$ cat config.mk
export PLATFORM = sky130hd
export DESIGN_NAME = dmem_arbiter_flat
export DESIGN_NICKNAME = d
export VERILOG_FILES = /design/src/rtl/dmem_arbiter_pkg.sv /design/src/rtl/dmem_arbiter_if.sv /design/src/rtl/dmem_arbiter.sv /design/src/flat_wrapper.sv
export SDC_FILE = /design/constraint.sdc
export NUM_CORES = 1
export LEC_CHECK = 0
export CAP_MARGIN = 10
export CORE_AREA = 3 3 122 124
export DETAILED_ROUTE_END_ITERATION = 12
export DIE_AREA = 0 0 125 127
export GPL_TIMING_DRIVEN = 1
export HOLD_SLACK_MARGIN = 0.12
export MAX_ROUTING_LAYER = met4
export PLACE_DENSITY = 0.92
export SLEW_MARGIN = 20
export SYNTH_ARGS = -nofsm -noshare
export SYNTH_HDL_FRONTEND = slang
export SYNTH_SLANG_ARGS = --single-unit
$ cat constraint.sdc
create_clock -name clk -period 3.35 [get_ports clk]
set_input_delay 0.335 -clock clk [delete_from_list [all_inputs] [get_ports clk]]
set_output_delay 0.335 -clock clk [all_outputs]
set_load 0.02 [all_outputs]
$ cat src/rtl/dmem_arbiter_pkg.sv
// Shared control types for the data-memory arbiter.
//   mem_op_t    : access size/type carried on the CPU and memory ports
//   arb_state_t : arbiter FSM states
package control_types_pkg;

  typedef enum logic [2:0] {
    MEM_OP_BYTE   = 3'd0,
    MEM_OP_HALF   = 3'd1,
    MEM_OP_WORD   = 3'd2,
    MEM_OP_BYTE_U = 3'd4,
    MEM_OP_HALF_U = 3'd5
  } mem_op_t;

  typedef enum logic [1:0] {
    IDLE  = 2'd0,
    BURST = 2'd1,
    DONE  = 2'd2
  } arb_state_t;

  // Byte stride between consecutive debug burst words.
  localparam int unsigned WORD_BYTES = 4;

endpackage

$ cat src/rtl/dmem_arbiter_if.sv
// Bus bundle between the CPU, the debug burst engine and data memory.
//   slave  : arbiter view (requests in, grants / memory drive out)
//   master : environment view (CPU, debug host and memory model)
interface dmem_arbiter_if #(
  parameter int ADDR_W = 32,
  parameter int LEN_W  = 8
);
  import control_types_pkg::*;

  // CPU port
  logic              cpu_req;
  logic              cpu_wr_en;
  mem_op_t           cpu_mem_op;
  logic [ADDR_W-1:0] cpu_addr;
  logic [31:0]       cpu_wdata;
  logic              cpu_gnt;
  logic [31:0]       cpu_rdata;

  // Debug burst port
  logic              dbg_start;
  logic              dbg_wr;
  logic [ADDR_W-1:0] dbg_addr;
  logic [LEN_W-1:0]  dbg_len;
  logic              dbg_wvalid;
  logic [31:0]       dbg_wdata;
  logic              dbg_wready;
  logic              dbg_rvalid;
  logic [31:0]       dbg_rdata;
  logic              dbg_busy;
  logic              dbg_done;

  // Memory side
  logic              mem_wr_en;
  mem_op_t           mem_op;
  logic [ADDR_W-1:0] mem_addr;
  logic [31:0]       mem_data_in;
  logic [31:0]       mem_data_out;

  modport slave (
    input  cpu_req, cpu_wr_en, cpu_mem_op, cpu_addr, cpu_wdata,
    input  dbg_start, dbg_wr, dbg_addr, dbg_len, dbg_wvalid, dbg_wdata,
    input  mem_data_out,
    output cpu_gnt, cpu_rdata,
    output dbg_wready, dbg_rvalid, dbg_rdata, dbg_busy, dbg_done,
    output mem_wr_en, mem_op, mem_addr, mem_data_in
  );

  modport master (
    output cpu_req, cpu_wr_en, cpu_mem_op, cpu_addr, cpu_wdata,
    output dbg_start, dbg_wr, dbg_addr, dbg_len, dbg_wvalid, dbg_wdata,
    output mem_data_out,
    input  cpu_gnt, cpu_rdata,
    input  dbg_wready, dbg_rvalid, dbg_rdata, dbg_busy, dbg_done,
    input  mem_wr_en, mem_op, mem_addr, mem_data_in
  );

endinterface

$ cat src/rtl/dmem_arbiter.sv
// Data-memory arbiter: shares one single-port memory between the CPU and a
// debug burst engine (word bursts, read or write).
//
// Ports:
//   clk    : clock, all state on rising edge
//   resetn : asynchronous active-low reset
//   bus    : dmem_arbiter_if.slave (CPU port, debug port, memory side)
//
// state | meaning
// IDLE  | no burst; CPU owns memory (cpu_gnt = cpu_req)
// BURST | burst active; CPU and debug beats share memory, alternating on conflict
// DONE  | one-cycle completion pulse, CPU owns memory
module dmem_arbiter
  import control_types_pkg::*;
#(
  parameter int ADDR_W = 32,
  parameter int LEN_W  = 8
) (
  input  logic           clk,
  input  logic           resetn,
  dmem_arbiter_if.slave  bus
);

  arb_state_t        state;
  logic              wr_q;
  logic [ADDR_W-1:0] addr_q;
  logic [LEN_W-1:0]  len_q;
  logic [LEN_W-1:0]  cnt_q;
  logic              last_grant;   // 1: CPU took the most recent grant in BURST
  logic              rvalid_q;
  logic [31:0]       rdata_q;
  logic              busy_q;
  logic              done_q;

  logic              dbg_pending;
  logic              gnt_cpu;
  logic              gnt_dbg;

  // Grant decode and memory mux.
  always_comb begin
    dbg_pending     = (state == BURST) && (!wr_q || bus.dbg_wvalid);
    gnt_cpu         = bus.cpu_req;
    if (dbg_pending && bus.cpu_req) begin
      // Conflict: whoever did not win last time goes now.
      gnt_cpu = !last_grant;
    end
    gnt_dbg         = dbg_pending && !gnt_cpu;

    bus.mem_wr_en   = 1'b0;
    bus.mem_op      = bus.cpu_mem_op;
    bus.mem_addr    = bus.cpu_addr;
    bus.mem_data_in = bus.cpu_wdata;
    if (gnt_dbg) begin
      bus.mem_wr_en   = wr_q;
      bus.mem_op      = MEM_OP_WORD;
      bus.mem_addr    = addr_q;
      bus.mem_data_in = bus.dbg_wdata;
    end else if (gnt_cpu) begin
      bus.mem_wr_en   = bus.cpu_wr_en;
    end
  end

  assign bus.cpu_gnt    = gnt_cpu;
  assign bus.cpu_rdata  = bus.mem_data_out;
  assign bus.dbg_wready = gnt_dbg && wr_q;
  assign bus.dbg_rvalid = rvalid_q;
  assign bus.dbg_rdata  = rdata_q;
  assign bus.dbg_busy   = busy_q;
  assign bus.dbg_done   = done_q;

  always_ff @(posedge clk or negedge resetn) begin
    if (!resetn) begin
      state      <= IDLE;
      wr_q       <= 1'b0;
      addr_q     <= '0;
      len_q      <= '0;
      cnt_q      <= '0;
      last_grant <= 1'b0;
      rvalid_q   <= 1'b0;
      rdata_q    <= '0;
      busy_q     <= 1'b0;
      done_q     <= 1'b0;
    end else begin
      rvalid_q <= gnt_dbg && !wr_q;
      if (gnt_dbg && !wr_q) begin
        rdata_q <= bus.mem_data_out;
      end

      case (state)
        IDLE: begin
          if (bus.dbg_start) begin
            wr_q       <= bus.dbg_wr;
            addr_q     <= bus.dbg_addr;
            len_q      <= bus.dbg_len;
            cnt_q      <= '0;
            last_grant <= 1'b0;
            busy_q     <= 1'b1;
            if (bus.dbg_len == '0) begin
              state  <= DONE;
              done_q <= 1'b1;
            end else begin
              state  <= BURST;
            end
          end
        end

        BURST: begin
          if (gnt_cpu || gnt_dbg) begin
            last_grant <= gnt_cpu;
          end
          if (gnt_dbg) begin
            addr_q <= addr_q + ADDR_W'(WORD_BYTES);
            cnt_q  <= cnt_q + LEN_W'(1);
            if (cnt_q + LEN_W'(1) == len_q) begin
              state  <= DONE;
              done_q <= 1'b1;
            end
          end
        end

        DONE: begin
          state  <= IDLE;
          busy_q <= 1'b0;
          done_q <= 1'b0;
        end

        default: begin
          state  <= IDLE;
          busy_q <= 1'b0;
          done_q <= 1'b0;
        end
      endcase
    end
  end

endmodule

$ cat src/flat_wrapper.sv
// flat-port wrapper written by rule: the top's interface ports become plain ports
module dmem_arbiter_flat import control_types_pkg::*;
#(
  parameter int ADDR_W = 32,
  parameter int LEN_W  = 8
)
  (clk, resetn, bus_cpu_req, bus_cpu_wr_en, bus_cpu_mem_op, bus_cpu_addr, bus_cpu_wdata, bus_dbg_start, bus_dbg_wr, bus_dbg_addr, bus_dbg_len, bus_dbg_wvalid, bus_dbg_wdata, bus_mem_data_out, bus_cpu_gnt, bus_cpu_rdata, bus_dbg_wready, bus_dbg_rvalid, bus_dbg_rdata, bus_dbg_busy, bus_dbg_done, bus_mem_wr_en, bus_mem_op, bus_mem_addr, bus_mem_data_in);
  dmem_arbiter_if #(.ADDR_W(ADDR_W), .LEN_W(LEN_W)) bus_i ();
  input  logic clk;
  input  logic resetn;
  input wire logic [$bits(bus_i.cpu_req)-1:0] bus_cpu_req;
  input wire logic [$bits(bus_i.cpu_wr_en)-1:0] bus_cpu_wr_en;
  input wire logic [$bits(bus_i.cpu_mem_op)-1:0] bus_cpu_mem_op;
  input wire logic [$bits(bus_i.cpu_addr)-1:0] bus_cpu_addr;
  input wire logic [$bits(bus_i.cpu_wdata)-1:0] bus_cpu_wdata;
  input wire logic [$bits(bus_i.dbg_start)-1:0] bus_dbg_start;
  input wire logic [$bits(bus_i.dbg_wr)-1:0] bus_dbg_wr;
  input wire logic [$bits(bus_i.dbg_addr)-1:0] bus_dbg_addr;
  input wire logic [$bits(bus_i.dbg_len)-1:0] bus_dbg_len;
  input wire logic [$bits(bus_i.dbg_wvalid)-1:0] bus_dbg_wvalid;
  input wire logic [$bits(bus_i.dbg_wdata)-1:0] bus_dbg_wdata;
  input wire logic [$bits(bus_i.mem_data_out)-1:0] bus_mem_data_out;
  output wire logic [$bits(bus_i.cpu_gnt)-1:0] bus_cpu_gnt;
  output wire logic [$bits(bus_i.cpu_rdata)-1:0] bus_cpu_rdata;
  output wire logic [$bits(bus_i.dbg_wready)-1:0] bus_dbg_wready;
  output wire logic [$bits(bus_i.dbg_rvalid)-1:0] bus_dbg_rvalid;
  output wire logic [$bits(bus_i.dbg_rdata)-1:0] bus_dbg_rdata;
  output wire logic [$bits(bus_i.dbg_busy)-1:0] bus_dbg_busy;
  output wire logic [$bits(bus_i.dbg_done)-1:0] bus_dbg_done;
  output wire logic [$bits(bus_i.mem_wr_en)-1:0] bus_mem_wr_en;
  output wire logic [$bits(bus_i.mem_op)-1:0] bus_mem_op;
  output wire logic [$bits(bus_i.mem_addr)-1:0] bus_mem_addr;
  output wire logic [$bits(bus_i.mem_data_in)-1:0] bus_mem_data_in;
  assign bus_i.cpu_req = bus_cpu_req;
  assign bus_i.cpu_wr_en = bus_cpu_wr_en;
  assign bus_i.cpu_mem_op = bus_cpu_mem_op;
  assign bus_i.cpu_addr = bus_cpu_addr;
  assign bus_i.cpu_wdata = bus_cpu_wdata;
  assign bus_i.dbg_start = bus_dbg_start;
  assign bus_i.dbg_wr = bus_dbg_wr;
  assign bus_i.dbg_addr = bus_dbg_addr;
  assign bus_i.dbg_len = bus_dbg_len;
  assign bus_i.dbg_wvalid = bus_dbg_wvalid;
  assign bus_i.dbg_wdata = bus_dbg_wdata;
  assign bus_i.mem_data_out = bus_mem_data_out;
  assign bus_cpu_gnt = bus_i.cpu_gnt;
  assign bus_cpu_rdata = bus_i.cpu_rdata;
  assign bus_dbg_wready = bus_i.dbg_wready;
  assign bus_dbg_rvalid = bus_i.dbg_rvalid;
  assign bus_dbg_rdata = bus_i.dbg_rdata;
  assign bus_dbg_busy = bus_i.dbg_busy;
  assign bus_dbg_done = bus_i.dbg_done;
  assign bus_mem_wr_en = bus_i.mem_wr_en;
  assign bus_mem_op = bus_i.mem_op;
  assign bus_mem_addr = bus_i.mem_addr;
  assign bus_mem_data_in = bus_i.mem_data_in;
  dmem_arbiter #(.ADDR_W(ADDR_W), .LEN_W(LEN_W)) u_core (.clk(clk), .resetn(resetn), .bus(bus_i));
endmodule
==> results of run 1 <==
[cell usage after synthesis, types with 6 or more instances]
cell | instances | area, um^2
nand2_1 | 253 | 950
dfrtp_1 | 87 | 2180
clkbuf_1 | 37 | 139
buf_4 | 35 | 263
o21ai_0 | 35 | 175
a21oi_1 | 32 | 160
mux2_2 | 32 | 360
nor2_1 | 23 | 86.3
nand3_1 | 17 | 85.1
inv_1 | 11 | 41.3
nor3_1 | 10 | 50.1
a31oi_1 | 9 | 56.3
nand4_1 | 9 | 56.3
o22a_1 | 8 | 70.1
nor4_1 | 7 | 43.8
and3_1 | 6 | 37.5
o21a_1 | 6 | 45.0
o22ai_1 | 6 | 37.5
[per-stage QoR]
stage	hold slack (ns)	power, mW	cells	setup slack (ns)	instance area [um^2]
after floorplan	0.0394	4.47	693	0.941	5420
after global placement	0.338	6.38	1126	0.527	8540
after detailed placement	0.342	6.51	1126	0.491	8540
after CTS	0.489	7.47	1141	0.206	8820
after global routing	0.515	7.90	1141	0.0703	8820
final	0.487	7.42	1141	0.185	8820
[flip-flops by register name (all words and copies together), names as in the netlist]
name,cells
u_core.cnt_q,8
u_core.bus.dbg_busy,1
u_core.last_grant,1
u_core.addr_q,32
u_core.state,2
u_core.bus.dbg_rdata,32
u_core.bus.dbg_rvalid,1
u_core.len_q,8
u_core.bus.dbg_done,1
u_core.wr_q,1
[metal layers]
layer / vias up / GRT usage [%]
met4: 0 / 6.89
met5: - / -
li1: 2856 / -
met1: 2795 / 26.9
met3: 20 / 3.76
met2: 293 / 41.3
[cells in the final DEF, fill, tap and decap left out, types with 2 or more instances in the layout]
master | Yosys | layout
or3_1 | 4 | 3
and3_1 | 6 | 6
buf_4 | 35 | 13
mux2_2 | 32 | 32
a21o_1 | 2 | 2
nor3_2 | 2 | 2
clkinvlp_4 | 0 | 3
a211oi_1 | 3 | 3
o2bb2a_1 | 2 | 2
a32oi_1 | 4 | 4
o21a_1 | 6 | 6
nand2b_1 | 2 | 2
xnor2_1 | 5 | 5
ha_1 | 2 | 2
nand4_1 | 9 | 9
clkdlybuf4s50_1 | 0 | 313
o22ai_1 | 6 | 6
o2111ai_1 | 2 | 2
o21ai_0 | 35 | 35
nand2_1 | 253 | 253
nor2_1 | 23 | 22
buf_12 | 0 | 3
and4_1 | 3 | 3
xor2_1 | 3 | 3
a21oi_1 | 32 | 32
clkbuf_16 | 0 | 9
a31oi_1 | 9 | 9
nor2_2 | 1 | 2
and2_1 | 4 | 4
mux2i_1 | 3 | 3
o31ai_1 | 3 | 3
nor4_1 | 7 | 7
nor2b_1 | 5 | 4
nor3_1 | 10 | 9
dfrtp_1 | 87 | 87
inv_1 | 11 | 11
nand3_1 | 17 | 17
o22a_1 | 8 | 8
[worst paths after layout]
| path | startpoint | to | slack (ns) | cells past startpoint |
|---|---|---|---|---|
| max in group asynchronous | resetn | u_core.bus.dbg_rdata[29] | 2.10 | 3 |
| worst max register to register | u_core.state[1] | u_core.bus.dbg_rdata[20] | 0.71 | 6 |
| worst min register to register | u_core.addr_q[0] | u_core.addr_q[0] | 0.49 | 2 |
| worst min-delay path | u_core.addr_q[0] | u_core.addr_q[0] | 0.49 | 2 |
| min in group asynchronous | resetn | u_core.bus.dbg_rdata[11] | 0.51 | 2 |
| worst max-delay path | u_core.state[1] | bus_mem_addr[5] | 0.18 | 5 |
[worst max-delay path: cells and delay by family (launching register included)]
family          cells  cell delay, ns
simple gates        2            0.94
buf+inv             2            0.84
flops               1            0.48
compound gates      1            0.20
[final cells by class]
cell class | count | area share [%]
Inverter | 11 | 0.468
Clock buffer | 10 | 2.71
Timing Repair Buffer | 330 | 37.4
Clock inverter | 4 | 0.355
Tap cell | 180 | 2.55
Sequential cell | 87 | 24.7
Multi-Input combinational cell | 519 | 31.8
[power by group through the flow]
stage	clock, mW	combinational [mW]	sequential, mW
5_1_grt	1.00	4.87	2.03
4_1_cts	0.953	4.57	1.95
2_1_floorplan	0	2.37	2.10
6_report	0.931	4.53	1.95
3_5_place_dp	0	4.55	1.96
3_3_place_gp	0	4.46	1.93
[cells by family (layout without fill, tap and decap cells)]
kind of cell	Yosys count	count (layout)	synth area share [%]
muxes	35	35	7.20
adders and majority gates	2	2	0.461
buffers and inverters	87	355	8.63
and+or+nand+nor	350	350	27.4
DFF	87	87	40.1
AOI/OAI and AO/OA	124	124	14.9
xor gates and xnor gates	8	8	1.29
[timing repair]
| action | CTS | global route |
|---|---|---|
| endpoints found under the hold margin | 38 | 0 |
| endpoints found under the setup margin | 0 | 0 |
| hold buffers | 1 | 0 |
==> results.txt, run 1 <==
Final WL = 18500 um
Die H = 127 um
Largest net degree at the start of global routing = 56
NetSw = 3.24 mW
I/O pin count = 315
Synth Warn # = 0
Tcrit/Tclk final = 94.5%
RSZ-0062 raised after global routing = no
Comb pwr share = 61.1%
Met1 Wirelength = 7350 um
Post_cts resized = 0
Nature of the critical path endpoint = output port
Register bit count reported by yosys = 87
Int Power = 4.18 mW
WL/cell = 16.2 um
Synth Instances = 693
Reg power frac = 26.4%
Filler cells = 1134
Max layer used = met4
Setup repair bufs after CTS = 0
Global-route usage over all layers = 23.1%
Initial antenna violation count = 0
Post-synth EDFFs = 0
Grt total ovfl = 0
Fin nets = 1138
Via count = 5964
Tightest Hold Check Type = reg2reg
Crit Path Category = reg2out
Register area = 0.00218 mm^2
Vias in the first global route = 5826
GP Congestion = 0.856
First-pass GRT wire length = 29500 um
Crit path time final = 3.17 ns
Multi-input gate area = 0.00281 mm^2
Area grow syn2layout = 62.7%
Final setup vio count = 0
Clk slew on worst S/H paths = 0.07 ns
Die width = 125 um
Rel. slew slack = 49.6%
Crit start category = register
Syn nets = 873
Final core utilization = 63.6%
CP max-delay cell = clkdlybuf4s50_1
Die area = 0.0159 mm^2
CTS H-tree lvls = 3
VDD IR max = 622 uV
Max clock buf depth = 2
Setup_tns = 0 ns
DRT iter0 DRCs = 582
Outcome = finished clean
Hold Fails Final Rpt = 0
Clock Skews = 0.0113 ns
Power per Cell Area = 841 mW/mm^2
Clk network pwr share = 12.6%
Share of cells above drive strength 1 = 7.70%
Max Cap Viol = 0
CTS tree = built
Count of input and output buffers = 314
Critical Path RT = 3.01 ns
Largest stage delay on the critical path = 0.63 ns
N_diodes = 0
CTS sink cnt = 87
WL met3 = 1240 um
Post-DR vias/cell = 5.23
Clock Latency Late Sink = 0.33 ns
LEAKAGE = 3.76 nW
Synthesized cell area = 0.00542 mm^2
Clock Tree Root = clkbuf_16
Std-Cell Core Area = 0.0139 mm^2
Dpl hpwl = 14200 um
Met2 WL = 9590 um
Crit path cell chain = nand2b_1 -> or3_2 -> buf_12 -> o21ai_0 -> clkdlybuf4s50_1
TritonCTS buffer count = 9
Net Sw Frac = 43.6%
DRT Pass-1 Iters = 5
Rows = 43
Critical-path maximum fanout = 52
Post-DRT Antenna Nets = 0
F_max = 0.316 GHz
Ys flop type = dfrtp_1
Async SR Flop Fraction = 100%
Synth cell types = 54
# DRC = 0
Data arrival, critical path = 2.83 ns
Initial Util = 39.1%
Slew @ Worst Pin = 0.755 ns
Post-synthesis sequential area ratio = 40.1%
Final Slew Violations = 0
Syn Area/Cell = 7.82 um^2
Power figures use the tool's default switching activity.
==> run 2, diff against run 1 <==
--- a/config.mk
+++ b/config.mk
@@ -7,12 +7,13 @@
 export LEC_CHECK = 0
 export CAP_MARGIN = 10
 export CORE_AREA = 3 3 122 124
+export CTS_CLUSTER_SIZE = 14
 export DETAILED_ROUTE_END_ITERATION = 12
 export DIE_AREA = 0 0 125 127
 export GPL_TIMING_DRIVEN = 1
 export HOLD_SLACK_MARGIN = 0.12
 export MAX_ROUTING_LAYER = met4
-export PLACE_DENSITY = 0.92
+export PLACE_DENSITY = 0.82
 export SLEW_MARGIN = 20
 export SYNTH_ARGS = -nofsm -noshare
 export SYNTH_HDL_FRONTEND = slang
==> run 2 against run 1 <==
Compared with the run above:
- setup slack better by 0.0048 ns
- clock skew shrank 0.0026 ns
- via count down 1.8%
- total power is 0.22% lower
- clock-buffer cell count did not move
- critical path type unchanged
==> results.txt, run 2 (synthesis results as in run 1) <==
Worst path bufs/invs = 2
Clock Tree Root = clkbuf_16
Crit start category = register
CTS sink cnt = 87
Setup_tns = 0 ns
Share of cells above drive strength 1 = 8.44%
Die H = 127 um
Slew @ Worst Pin = 0.611 ns
VDD IR max = 381 uV
Met1 Wirelength = 7610 um
Power per Cell Area = 841 mW/mm^2
Critical-path maximum fanout = 52
Final setup vio count = 0
Area grow syn2layout = 62.3%
Most frequent cells in the layout = clkdlybuf4s50_1, nand2_1, dfrtp_1, o21ai_0
Max clock buf depth = 2
LEAKAGE = 3.76 nW
Fin nets = 1137
F_max = 0.316 GHz
Largest stage delay on the critical path = 0.63 ns
Rel. slew slack = 59.2%
Std-Cell Core Area = 0.0139 mm^2
Data arrival, critical path = 2.83 ns
Initial antenna violation count = 0
Dpl hpwl = 14400 um
DRT iter0 DRCs = 494
Met2 WL = 9470 um
RSZ-0062 raised after global routing = no
Tightest Hold Check Type = reg2reg
Register area = 0.00218 mm^2
Post-DR vias/cell = 5.14
Global-route usage over all layers = 23.6%
Clock Skews = 0.00871 ns
Crit path time final = 3.16 ns
TritonCTS buffer count = 9
Post-place setup slack = 0.267 ns
N_diodes = 0
Count of input and output buffers = 314
First-pass GRT wire length = 29900 um
I/O pin count = 315
Total design power = 7.40 mW
Crit path cell chain = nand2b_2 -> or3_2 -> buf_4 -> o21ai_0 -> clkdlybuf4s50_1
Clock Latency Late Sink = 0.34 ns
Grt total ovfl = 0
Tcrit/Tclk final = 94.3%
Max Cap Viol = 0
Vias in the first global route = 5903
# DRC = 0
GP Congestion = 0.864
Via count = 5858
Multi-input gate area = 0.00281 mm^2
WL/cell = 16.3 um
Final WL = 18600 um
CTS tree = built
Critical Path RT = 3.01 ns
WL met3 = 1130 um
Die area = 0.0159 mm^2
CP delay by family, top = buffers and inverters
Setup repair bufs after CTS = 0
Filler cells = 1204
Crit Path Category = reg2out
DRT Pass-1 Iters = 5
CP max-delay cell = clkdlybuf4s50_1
Commonest non-fill, non-tap cell in the layout = clkdlybuf4s50_1
Nature of the critical path endpoint = output port
Clk slew on worst S/H paths = 0.07 ns
Initial Util = 39.1%
Die width = 125 um
Final Slew Violations = 0
CTS H-tree lvls = 3
Max layer used = met4
Hold Fails Final Rpt = 0
Final core utilization = 63.4%
Largest net degree at the start of global routing = 53
Outcome = finished clean
Rows = 43
Final WS setup = 0.190 ns
Post-DRT Antenna Nets = 0
-- run 2: cell count changes in the layout (fill, tap and decap cells not counted) --
cell,change
nand2b_1,-1
clkdlybuf4s50_1,-7
clkinv_4,+1
nand2b_2,+1
buf_4,+6
clkinvlp_4,-1
-- run 2: routing by layer --
metal / GRT usage, % / vias up
met5: - / -
met4: 7.33 / 0
met3: 3.22 / 20
met2: 40.9 / 254
met1: 28.8 / 2719
li1: - / 2865
-- run 2: per-stage QoR --
step | hold slack, ns | area [um^2] | instances
after floorplan | 0.0394 | 5420 | 693
after global placement | 0.389 | 8520 | 1125
after detailed placement | 0.392 | 8520 | 1125
after CTS | 0.500 | 8800 | 1140
after global routing | 0.519 | 8800 | 1140
final | 0.499 | 8800 | 1140
-- run 2: cell type report --
class	count	area share [%]
clock inverter	4	0.370
clock buffer	10	2.71
multi-input combinational	519	31.9
tap	180	2.56
inverter	11	0.469
timing repair buffer	329	37.2
sequential	87	24.7
-- run 2: repair_timing --
| item | 4_1_cts | 5_1_grt |
|---|---|---|
| endpoints found under the setup margin | 0 | 1 |
| endpoints found under the hold margin | 44 | 0 |
| hold buffers | 1 | 0 |
| resized for setup | 0 | 1 |
-- run 2: report_power, final --
group | switching, mW | internal (mW)
Combinational | 2.40 | 2.11
Clock | 0.422 | 0.519
Sequential | 0.423 | 1.53
Total | 3.24 | 4.16
-- run 2: path summary, 6_finish.rpt --
check	startpoint	end	slack [ns]	cells past startpoint
max	u_core.state[1]	bus_mem_addr[6]	0.19	5
min	u_core.addr_q[1]	u_core.addr_q[1]	0.50	2
max reg2reg	u_core.state[1]	u_core.bus.dbg_rdata[1]	0.68	6
min reg2reg	u_core.addr_q[1]	u_core.addr_q[1]	0.50	2
max in group asynchronous	resetn	u_core.bus.dbg_rdata[27]	2.04	3
min in group asynchronous	resetn	u_core.len_q[6]	0.56	2
-- run 2: worst min-delay path: cells and delay by family (launching register included) --
family / cells / cell delay (ns)
and+or+nand+nor: 2 / 0.12
DFF: 1 / 0.35
==> run 3, diff against run 2 <==
--- a/config.mk
+++ b/config.mk
@@ -6,10 +6,10 @@
 export NUM_CORES = 1
 export LEC_CHECK = 0
 export CAP_MARGIN = 10
-export CORE_AREA = 3 3 122 124
+export CORE_AREA = 2 2 121 123
 export CTS_CLUSTER_SIZE = 14
 export DETAILED_ROUTE_END_ITERATION = 12
-export DIE_AREA = 0 0 125 127
+export DIE_AREA = 0 0 123 125
 export GPL_TIMING_DRIVEN = 1
 export HOLD_SLACK_MARGIN = 0.12
 export MAX_ROUTING_LAYER = met4
@@ -18,3 +18,4 @@
 export SYNTH_ARGS = -nofsm -noshare
 export SYNTH_HDL_FRONTEND = slang
 export SYNTH_SLANG_ARGS = --single-unit
+export TNS_END_PERCENT = 1
==> run 3 against run 2 <==
Compared with the run above:
- utilization down 1.4 points
- cell count rose by 0.18%
- die area is 3.1% lower
- routed wire length is 2.3% higher
- register-to-register slack about the same
- sequential power hardly changed
- combinational power hardly changed
- clock skew decreased by 0.0037 ns
- clock-buffer cell count is 3 higher
- largest cell class unchanged
- highest routed layer unchanged
==> results.txt, run 3 (synthesis results as in run 1) <==
Crit Path Category = reg2out
Clk network pwr share = 13.0%
CTS tree = built
Clock Tree Root = clkbuf_16
Largest stage delay on the critical path = 0.58 ns
Share of cells above drive strength 1 = 7.11%
Reg power frac = 26.2%
WL/cell = 16.7 um
Setup_tns = 0 ns
Critical Path RT = 3.01 ns
Count of input and output buffers = 314
Crit path time final = 3.09 ns
Total design power = 7.46 mW
VDD IR max = 614 uV
Dpl hpwl = 15000 um
Grt total ovfl = 0
Largest net degree at the start of global routing = 66
Std-Cell Core Area = 0.0142 mm^2
Crit start category = register
LEAKAGE = 3.75 nW
NetSw = 3.22 mW
Final WL = 19000 um
Comb pwr share = 60.7%
DRT iter0 DRCs = 338
# DRC = 0
WL met3 = 1280 um
Met1 Wirelength = 7240 um
Crit path cell chain = nand2b_1 -> or3_2 -> buf_4 -> and2_1 -> clkdlybuf4s50_1
Initial antenna violation count = 1
Clock Skews = 0.00497 ns
First-pass GRT wire length = 29000 um
RSZ-0062 raised after global routing = no
GP Congestion = 0.911
Post-DR vias/cell = 5.14
Die area = 0.0154 mm^2
Tightest Hold Check Type = in2async
Met2 WL = 9760 um
Slew @ Worst Pin = 0.844 ns
Outcome = finished clean
Hold-fix buffers, CTS = 0
Max Cap Viol = 0
Critical-path maximum fanout = 31
Die H = 125 um
CP max-delay cell = or3_2
Vias in the first global route = 5638
CTS sink cnt = 87
Post-DRT Antenna Nets = 0
Final setup vio count = 0
DRT Pass-1 Iters = 5
Post_cts resized = 0
Int Power = 4.24 mW
Final Slew Violations = 0
Filler cells = 1257
Clk slew on worst S/H paths = 0.06 ns
Clock Latency Late Sink = 0.33 ns
Data arrival, critical path = 2.75 ns
Rows = 44
Hold Fails Final Rpt = 0
Max layer used = met4
I/O pin count = 315
Initial Util = 38.2%
Most frequent cells in the layout = clkdlybuf4s50_1, nand2_1, dfrtp_1, o21ai_0
Max clock buf depth = 2
CTS H-tree lvls = 3
Via count = 5872
Area grow syn2layout = 62.5%
Power per Cell Area = 846 mW/mm^2
Global-route usage over all layers = 25.1%
Nature of the critical path endpoint = output port
Rel. slew slack = 43.7%
Net Sw Frac = 43.1%
Setup repair bufs after CTS = 0
F_max = 0.324 GHz
Fin nets = 1134
Tcrit/Tclk final = 92.1%
Commonest non-fill, non-tap cell in the layout = clkdlybuf4s50_1
Die width = 123 um
Worst path bufs/invs = 2
TritonCTS buffer count = 9
CP delay by family, top = simple AND/OR/NAND/NOR gates
## run 3: cell types whose count changed in the layout (fill, tap and decap cells not counted), moves of 2 or more
| cell | previous run | this run |
|---|---|---|
| buf_4 | 19 | 10 |
| clkinvlp_4 | 2 | 0 |
| clkbuf_1 | 0 | 3 |
| clkdlybuf4s50_1 | 306 | 313 |
## run 3: cell type report
| cell class | count | area (um^2) | area share [%] |
|---|---|---|---|
| Antenna cell | 1 | 2.50 | 0.0284 |
| Clock buffer | 13 | 250 | 2.84 |
| Clock inverter | 1 | 30.0 | 0.341 |
| Inverter | 11 | 41.3 | 0.468 |
| Multi-Input combinational cell | 519 | 2810 | 31.9 |
| Sequential cell | 87 | 2180 | 24.7 |
| Tap cell | 184 | 230 | 2.61 |
| Timing Repair Buffer | 326 | 3270 | 37.1 |
## run 3: per-stage QoR
step / setup WS, ns / std cells / hold slack [ns] / instance area, um^2 / utilization [%]
after floorplan: 0.941 / 693 / 0.0394 / 5420 / -
after global placement: 0.433 / 1127 / 0.462 / 8530 / 60.1
after detailed placement: 0.394 / 1127 / 0.470 / 8530 / 60.1
after CTS: 0.256 / 1141 / 0.133 / 8810 / 62.0
after global routing: 0.146 / 1142 / 0.176 / 8810 / 62.1
final: 0.265 / 1142 / 0.0930 / 8810 / 62.1
## run 3: power by group through the flow
| stage | combinational (mW) | sequential, mW | clock [mW] |
|---|---|---|---|
| after floorplan | 2.37 | 2.10 | 0 |
| after global placement | 4.50 | 1.94 | 0 |
| after detailed placement | 4.56 | 1.96 | 0 |
| after CTS | 4.57 | 1.95 | 0.999 |
| after global routing | 4.90 | 2.03 | 1.05 |
| final | 4.53 | 1.96 | 0.972 |
## run 3: metal layers
metal | vias up | GRT usage, %
met5 | - | -
met4 | 0 | 11.0
met3 | 34 | 4.65
met2 | 270 | 43.2
met1 | 2716 | 28.1
li1 | 2852 | -
## run 3: final timing paths
| check | startpoint | end | slack (ns) | cells past startpoint |
|---|---|---|---|---|
| worst max-delay path | u_core.state[1] | bus_mem_op[2] | 0.26 | 5 |
| worst min-delay path | resetn | u_core.bus.dbg_rdata[26] | 0.09 | 1 |
| worst max register to register | u_core.state[1] | u_core.bus.dbg_rdata[28] | 0.68 | 6 |
| worst min register to register | u_core.addr_q[0] | u_core.addr_q[0] | 0.49 | 2 |
| max in group asynchronous | resetn | u_core.addr_q[18] | 2.52 | 2 |
| min in group clk | u_core.addr_q[0] | u_core.addr_q[0] | 0.49 | 2 |
